File: src/rtl/sub_2p_pkg.sv
// Shared constants and helpers for the two-slice pipelined subtractor.
package sub_2p_pkg;

  localparam int WIDTH_DEF  = 15;
  localparam int WIDTH1_DEF = 7;
  localparam int WIDTH2_DEF = 8;

  // x - y is formed as x + ~y + 1; carry out of the word means "no borrow".
  localparam logic CIN_SUB = 1'b1;

  // Two's-complement overflow of x - y: operand signs differ and the
  // result sign disagrees with the minuend.
  function automatic logic signed_ovf(input logic xs, input logic ys, input logic msb);
    return (xs != ys) && (msb != xs);
  endfunction

endpackage

File: src/rtl/sub_2p_if.sv
// Operand/result bundle with valid/ready handshakes on both sides.
interface sub_2p_if
  import sub_2p_pkg::*;
#(
  parameter int WIDTH = WIDTH_DEF
);

  logic [WIDTH-1:0] x;
  logic [WIDTH-1:0] y;
  logic             in_valid;
  logic             in_ready;
  logic [WIDTH-1:0] diff;
  logic             borrow;
  logic             ovf;
  logic             out_valid;
  logic             out_ready;

  modport master (
    output x, y, in_valid, out_ready,
    input  in_ready, diff, borrow, ovf, out_valid
  );

  modport slave (
    input  x, y, in_valid, out_ready,
    output in_ready, diff, borrow, ovf, out_valid
  );

endinterface

File: src/rtl/sub_slice.sv
// Parameterised slice adder: {cout, result} = dataa + datab + cin.
module sub_slice #(
  parameter int WIDTH = 8
) (
  input  logic [WIDTH-1:0] dataa,
  input  logic [WIDTH-1:0] datab,
  input  logic             cin,
  output logic [WIDTH-1:0] result,
  output logic             cout
);

  // Widen by one bit so the carry is kept rather than truncated.
  assign {cout, result} = {1'b0, dataa} + {1'b0, datab} + {{WIDTH{1'b0}}, cin};

endmodule

File: src/rtl/sub_2p.sv
// Two-stage pipelined subtractor with the inter-slice carry registered
// between stages and a stallable valid/ready pipeline.
module sub_2p
  import sub_2p_pkg::*;
#(
  parameter int WIDTH  = WIDTH_DEF,
  parameter int WIDTH1 = WIDTH1_DEF,
  parameter int WIDTH2 = WIDTH2_DEF
) (
  input  logic     clk,
  input  logic     reset,
  sub_2p_if.slave  bus
);

  logic              v1, v2;
  logic              adv1, adv2, accept;

  logic [WIDTH1-1:0] d1, d1_next;
  logic              c1, c1_next;
  logic [WIDTH2-1:0] p1, p1_next;
  logic              c1m, c1m_next;
  logic              xs, ys;

  logic [WIDTH2-1:0] u2;
  logic              c2;

  logic [WIDTH-1:0]  diff_q;
  logic              borrow_q, ovf_q;

  logic [WIDTH1-1:0] y_lo_n;
  logic [WIDTH2-1:0] y_hi_n;

  assign y_lo_n = ~bus.y[WIDTH1-1:0];
  assign y_hi_n = ~bus.y[WIDTH-1:WIDTH1];

  // Stage 1: LSB slice takes the subtract carry-in; the MSB slice is
  // pre-summed without it and fixed up next cycle with the registered c1.
  sub_slice #(.WIDTH(WIDTH1)) u_lsb (
    .dataa  (bus.x[WIDTH1-1:0]),
    .datab  (y_lo_n),
    .cin    (CIN_SUB),
    .result (d1_next),
    .cout   (c1_next)
  );

  sub_slice #(.WIDTH(WIDTH2)) u_msb (
    .dataa  (bus.x[WIDTH-1:WIDTH1]),
    .datab  (y_hi_n),
    .cin    (1'b0),
    .result (p1_next),
    .cout   (c1m_next)
  );

  sub_slice #(.WIDTH(WIDTH2)) u_carry (
    .dataa  (p1),
    .datab  ({WIDTH2{1'b0}}),
    .cin    (c1),
    .result (u2),
    .cout   (c2)
  );

  // A stage may advance when it is empty or the stage after it advances.
  assign adv2   = ~v2 | bus.out_ready;
  assign adv1   = ~v1 | adv2;
  assign accept = bus.in_valid & bus.in_ready;

  assign bus.in_ready  = reset & adv1;
  assign bus.out_valid = v2;
  assign bus.diff      = diff_q;
  assign bus.borrow    = borrow_q;
  assign bus.ovf       = ovf_q;

  always_ff @(posedge clk) begin
    if (!reset) begin
      v1       <= 1'b0;
      v2       <= 1'b0;
      diff_q   <= '0;
      borrow_q <= 1'b0;
      ovf_q    <= 1'b0;
    end else begin
      if (adv2) begin
        v2 <= v1;
        if (v1) begin
          diff_q   <= {u2, d1};
          borrow_q <= ~(c1m | c2);
          ovf_q    <= signed_ovf(xs, ys, u2[WIDTH2-1]);
        end
      end
      if (adv1) begin
        v1 <= bus.in_valid;
      end
    end
  end

  // NOTE: stage-1 data needs no reset; it is only ever consumed behind v1.
  always_ff @(posedge clk) begin
    if (accept) begin
      d1  <= d1_next;
      c1  <= c1_next;
      p1  <= p1_next;
      c1m <= c1m_next;
      xs  <= bus.x[WIDTH-1];
      ys  <= bus.y[WIDTH-1];
    end
  end

endmodule
File: src/flat_wrapper.sv
// flat-port wrapper written by rule: the top's interface ports become plain ports
module sub_2p_flat import sub_2p_pkg::*;
#(
  parameter int WIDTH  = WIDTH_DEF,
  parameter int WIDTH1 = WIDTH1_DEF,
  parameter int WIDTH2 = WIDTH2_DEF
)
  (clk, reset, bus_x, bus_y, bus_in_valid, bus_out_ready, bus_in_ready, bus_diff, bus_borrow, bus_ovf, bus_out_valid);
  sub_2p_if #(.WIDTH(WIDTH)) bus_i ();
  input  logic clk;
  input  logic reset;
  input wire logic [$bits(bus_i.x)-1:0] bus_x;
  input wire logic [$bits(bus_i.y)-1:0] bus_y;
  input wire logic [$bits(bus_i.in_valid)-1:0] bus_in_valid;
  input wire logic [$bits(bus_i.out_ready)-1:0] bus_out_ready;
  output wire logic [$bits(bus_i.in_ready)-1:0] bus_in_ready;
  output wire logic [$bits(bus_i.diff)-1:0] bus_diff;
  output wire logic [$bits(bus_i.borrow)-1:0] bus_borrow;
  output wire logic [$bits(bus_i.ovf)-1:0] bus_ovf;
  output wire logic [$bits(bus_i.out_valid)-1:0] bus_out_valid;
  assign bus_i.x = bus_x;
  assign bus_i.y = bus_y;
  assign bus_i.in_valid = bus_in_valid;
  assign bus_i.out_ready = bus_out_ready;
  assign bus_in_ready = bus_i.in_ready;
  assign bus_diff = bus_i.diff;
  assign bus_borrow = bus_i.borrow;
  assign bus_ovf = bus_i.ovf;
  assign bus_out_valid = bus_i.out_valid;
  sub_2p #(.WIDTH(WIDTH), .WIDTH1(WIDTH1), .WIDTH2(WIDTH2)) u_core (.clk(clk), .reset(reset), .bus(bus_i));
endmodule
File: config.mk
export PLATFORM = sky130hd
export DESIGN_NAME = sub_2p_flat
export DESIGN_NICKNAME = d
export VERILOG_FILES = /design/src/rtl/sub_2p_pkg.sv /design/src/rtl/sub_2p_if.sv /design/src/rtl/sub_slice.sv /design/src/rtl/sub_2p.sv /design/src/flat_wrapper.sv
export SDC_FILE = /design/constraint.sdc
export NUM_CORES = 1
export LEC_CHECK = 0
export CORE_UTILIZATION = 55
export CTS_CLUSTER_SIZE = 20
export DETAILED_ROUTE_END_ITERATION = 16
export DONT_BUFFER_PORTS = 1
export GPL_TIMING_DRIVEN = 0
export PLACE_DENSITY_LB_ADDON = 0.12
export SETUP_SLACK_MARGIN = 0.05
export SYNTH_ARGS = -nofsm -noshare
export SYNTH_HDL_FRONTEND = slang
export SYNTH_SLANG_ARGS = --single-unit
File: constraint.sdc
create_clock -name clk -period 2.1 [get_ports clk]
set_clock_uncertainty 0.05 [all_clocks]
set_input_delay 0.42 -clock clk [delete_from_list [all_inputs] [get_ports clk]]
set_output_delay 0.42 -clock clk [all_outputs]
set_load 0.02 [all_outputs]
==> run_results.csv <==
group,metric,value,unit
place,dp_slack,-19.0,ps
critical_path,crit_arrival,1860,ps
sta,fin_tns_setup,0,ps
global_route,grt.total_usage,17.9,%
global_route,antenna_found_initial,0,
drt,routedWlPerCell,12.5,µm
global_route,grt_max_degree,20,
critical_path,cp_max_fo,19,
drt,drt-initial-drc-count,35,
yosys,ys.warnings.count,0,
drt,via_per_inst,5.30,
clock_network,clock_latency,340,ps
place,dpl_cell_area,0.00208,mm²
layout,drive_gt1_share,6.28,%
drt,num_vias,1341,
yosys,ys_seq_area_share,47.1,%
layout,regArea,951,µm²
worst_hold_path,min_path_type,"input port to flip-flop",
clock_network,cts_tree,"built",
global_route,grt_pass1_vias,1213,
clock_network,clock_path_buffers,2,
sta,rsz0062_at_grt,"no",
place,placed_cells_incl_taps,245,
floorplanning,die_y,62.6,µm
layout,nets,259,
sta,worst_slew_pin_slew,471,ps
clock_network,root_buffer,"clkbuf_4",
power_and_ir_drop,leakagePower,0.928,nW
flow_run,cap_violations,0,
place,place_congestion,0.842,
sta,layout_worst_path_cycle_share,91.3,%
drt,drt.antenna.violating_nets,0,
floorplanning,die_x,62.6,µm
drt,drt_wl_total,3.17,mm
floorplanning,initial_utilization,59.1,%
sta,fin_crit,1920,ps
clock_network,clk_pin_slew_worst_paths,110,ps
drt,firstDrtPassIters,5,
yosys,ys_ff_latch,38,
clock_network,clock-sinks,38,
layout,synthToLayoutAreaGrowth,5.89,%
sta,max_slew_margin,68.5,%
yosys,synth_nets,252,
yosys,syn_area,0.00202,mm²
global_route,grt_pass1_wl,5.31,mm
critical_path,worstPathRequired,2040,ps
layout,antenna_cells,0,
place,port_buffers,0,
clock_network,cts_max_level,2,
critical_path,path_class,"flip-flop to flip-flop",
power_and_ir_drop,p_total,1.52,mW
floorplanning,boundaryPins,53,
layout,final_cells,253,
global_route,grt-ovfl-total,0,
yosys,synth_cells,199,
layout,n_fill_cell,295,
sta,timing.final.ws_setup,183,ps
layout,multi_input_area,963,µm²
sta,hold_viol_final,0,
sta,max_freq,522,MHz
floorplanning,core,0.00342,mm²
outcome,status,"finished, final reports clean",
layout,postLayoutCellArea,0.00214,mm²
power_and_ir_drop,irDropWorstVdd,0.000294,V
critical_path,cp-end-kind,"flip-flop",
place,dp_hpwl,2.55,mm
sta,whs,120,ps
clock_network,cts_inserted_buffers,5,
yosys,synth_cell_type_count,35,
yosys,avgSynthCellArea,10.1,µm²
floorplanning,dieArea,0.00392,mm²
sta,final-setup-viol-count,0,
layout,postLayoutCoreUtil,62.6,%
critical_path,startpoint_type,"flip-flop",
floorplanning,rows,21,
sta,finalMaxSlewViolations,0,
power_and_ir_drop,power_per_cell_area,711,mW/mm²
drt,drc,0,
==> placed cells by master, fill, tap and decap left out, drive strengths merged, types with 5 or more instances in the layout <==
cell,synthesis,layout
ha,17,17
nand2,28,28
a21boi,10,10
nor2b,6,6
inv,23,23
edfxtp,19,19
dfxtp,19,19
xnor2,10,10
xor2,7,7
o211a,5,5
clkbuf,4,11
nor3,5,5
a21oi,10,10
==> registers in the layout (all words and copies together) (netlist names) <==
name,cells
u_core.bus.diff,15
u_core.p1,8
u_core.d1,7
u_core.bus.borrow,1
u_core.bus.out_valid,1
u_core.bus.ovf,1
u_core.c1,1
u_core.c1m,1
u_core.v1,1
u_core.xs,1
u_core.ys,1
==> layout make-up <==
type / instances / area share, %
Multi-Input combinational cell: 133 / 45.1
Sequential cell: 38 / 44.5
Inverter: 23 / 4.04
Tap cell: 46 / 2.69
Clock buffer: 7 / 2.57
Buffer: 5 / 0.936
Clock inverter: 1 / 0.234
==> routing by layer <==
metal / vias to the layer above / part of all wire, % / GRT usage (%)
li1: 694 / - / -
met2: 48 / 48 / 30.8
met5: - / 0 / 0
met4: 0 / 1.9 / 8.72
met1: 594 / 42 / 19.1
met3: 5 / 8.7 / 6.75
==> logic make-up after synthesis <==
kind of cell,after synthesis,share of synthesized area (%)
adders and majority gates,19,12.5
buffers and inverters,28,5.27
DFF,38,47.1
xor gates and xnor gates,17,7.37
and+or+nand+nor,57,14.1
AOI/OAI and AO/OA,40,13.7
==> critical path, stage by stage, from the launching register on <==
cell and delay (ps):
dfxtp_1 390, nor2b_1 200, a21boi_1 420, and2_2 510
==> synth_stat cells, drive strengths merged <==
cell type | count | area, µm²
a211oi | 4 | 30.0
a21boi | 10 | 75.1
a21o | 2 | 15.0
a21oi | 10 | 50.1
a311oi | 1 | 8.76
a31oi | 2 | 12.5
and2 | 1 | 6.26
and3 | 4 | 31.3
buf | 1 | 5.00
clkbuf | 4 | 15.0
dfxtp | 19 | 380
edfxtp | 19 | 571
fa | 2 | 40.0
ha | 17 | 213
inv | 23 | 86.3
nand2 | 28 | 105
nand2b | 1 | 6.26
nand3 | 3 | 20.0
nand3b | 1 | 7.51
nand4 | 1 | 6.26
nor2 | 3 | 11.3
nor2b | 6 | 37.5
nor3 | 5 | 25.0
o211a | 5 | 50.1
o21a | 1 | 7.51
o21ai | 4 | 20.0
o21bai | 1 | 7.51
or2 | 1 | 6.26
or3 | 2 | 12.5
or3b | 1 | 8.76
xnor2 | 10 | 87.6
xor2 | 7 | 61.3
==> worst paths after layout <==
check	startpoint	cells after the start	slack, ps	to
worst min-delay path	bus_x[14]	0	120	u_core.xs$_DFFE_PP_
worst max register to register	u_core.bus.out_valid$_SDFFE_PN0P_	3	180	u_core.c1m$_DFFE_PP_
worst max-delay path	u_core.bus.out_valid$_SDFFE_PN0P_	3	180	u_core.c1m$_DFFE_PP_
worst min register to register	u_core.d1[6]$_DFFE_PP_	2	480	u_core.bus.diff[6]$_SDFFE_PN0P_
==> where the power goes <==
group          internal, mW  switching, mW
Combinational         0.109          0.126
Sequential            0.845         0.0546
Clock                 0.162          0.222
==> timing repair <==
item | 4_1_cts | 5_1_grt
resized for setup | 1 | 0
endpoints found under the setup margin | 19 | 0
setup buffers | 0 | 0
hold buffers | 0 | 0
Power figures use the tool's default switching activity.
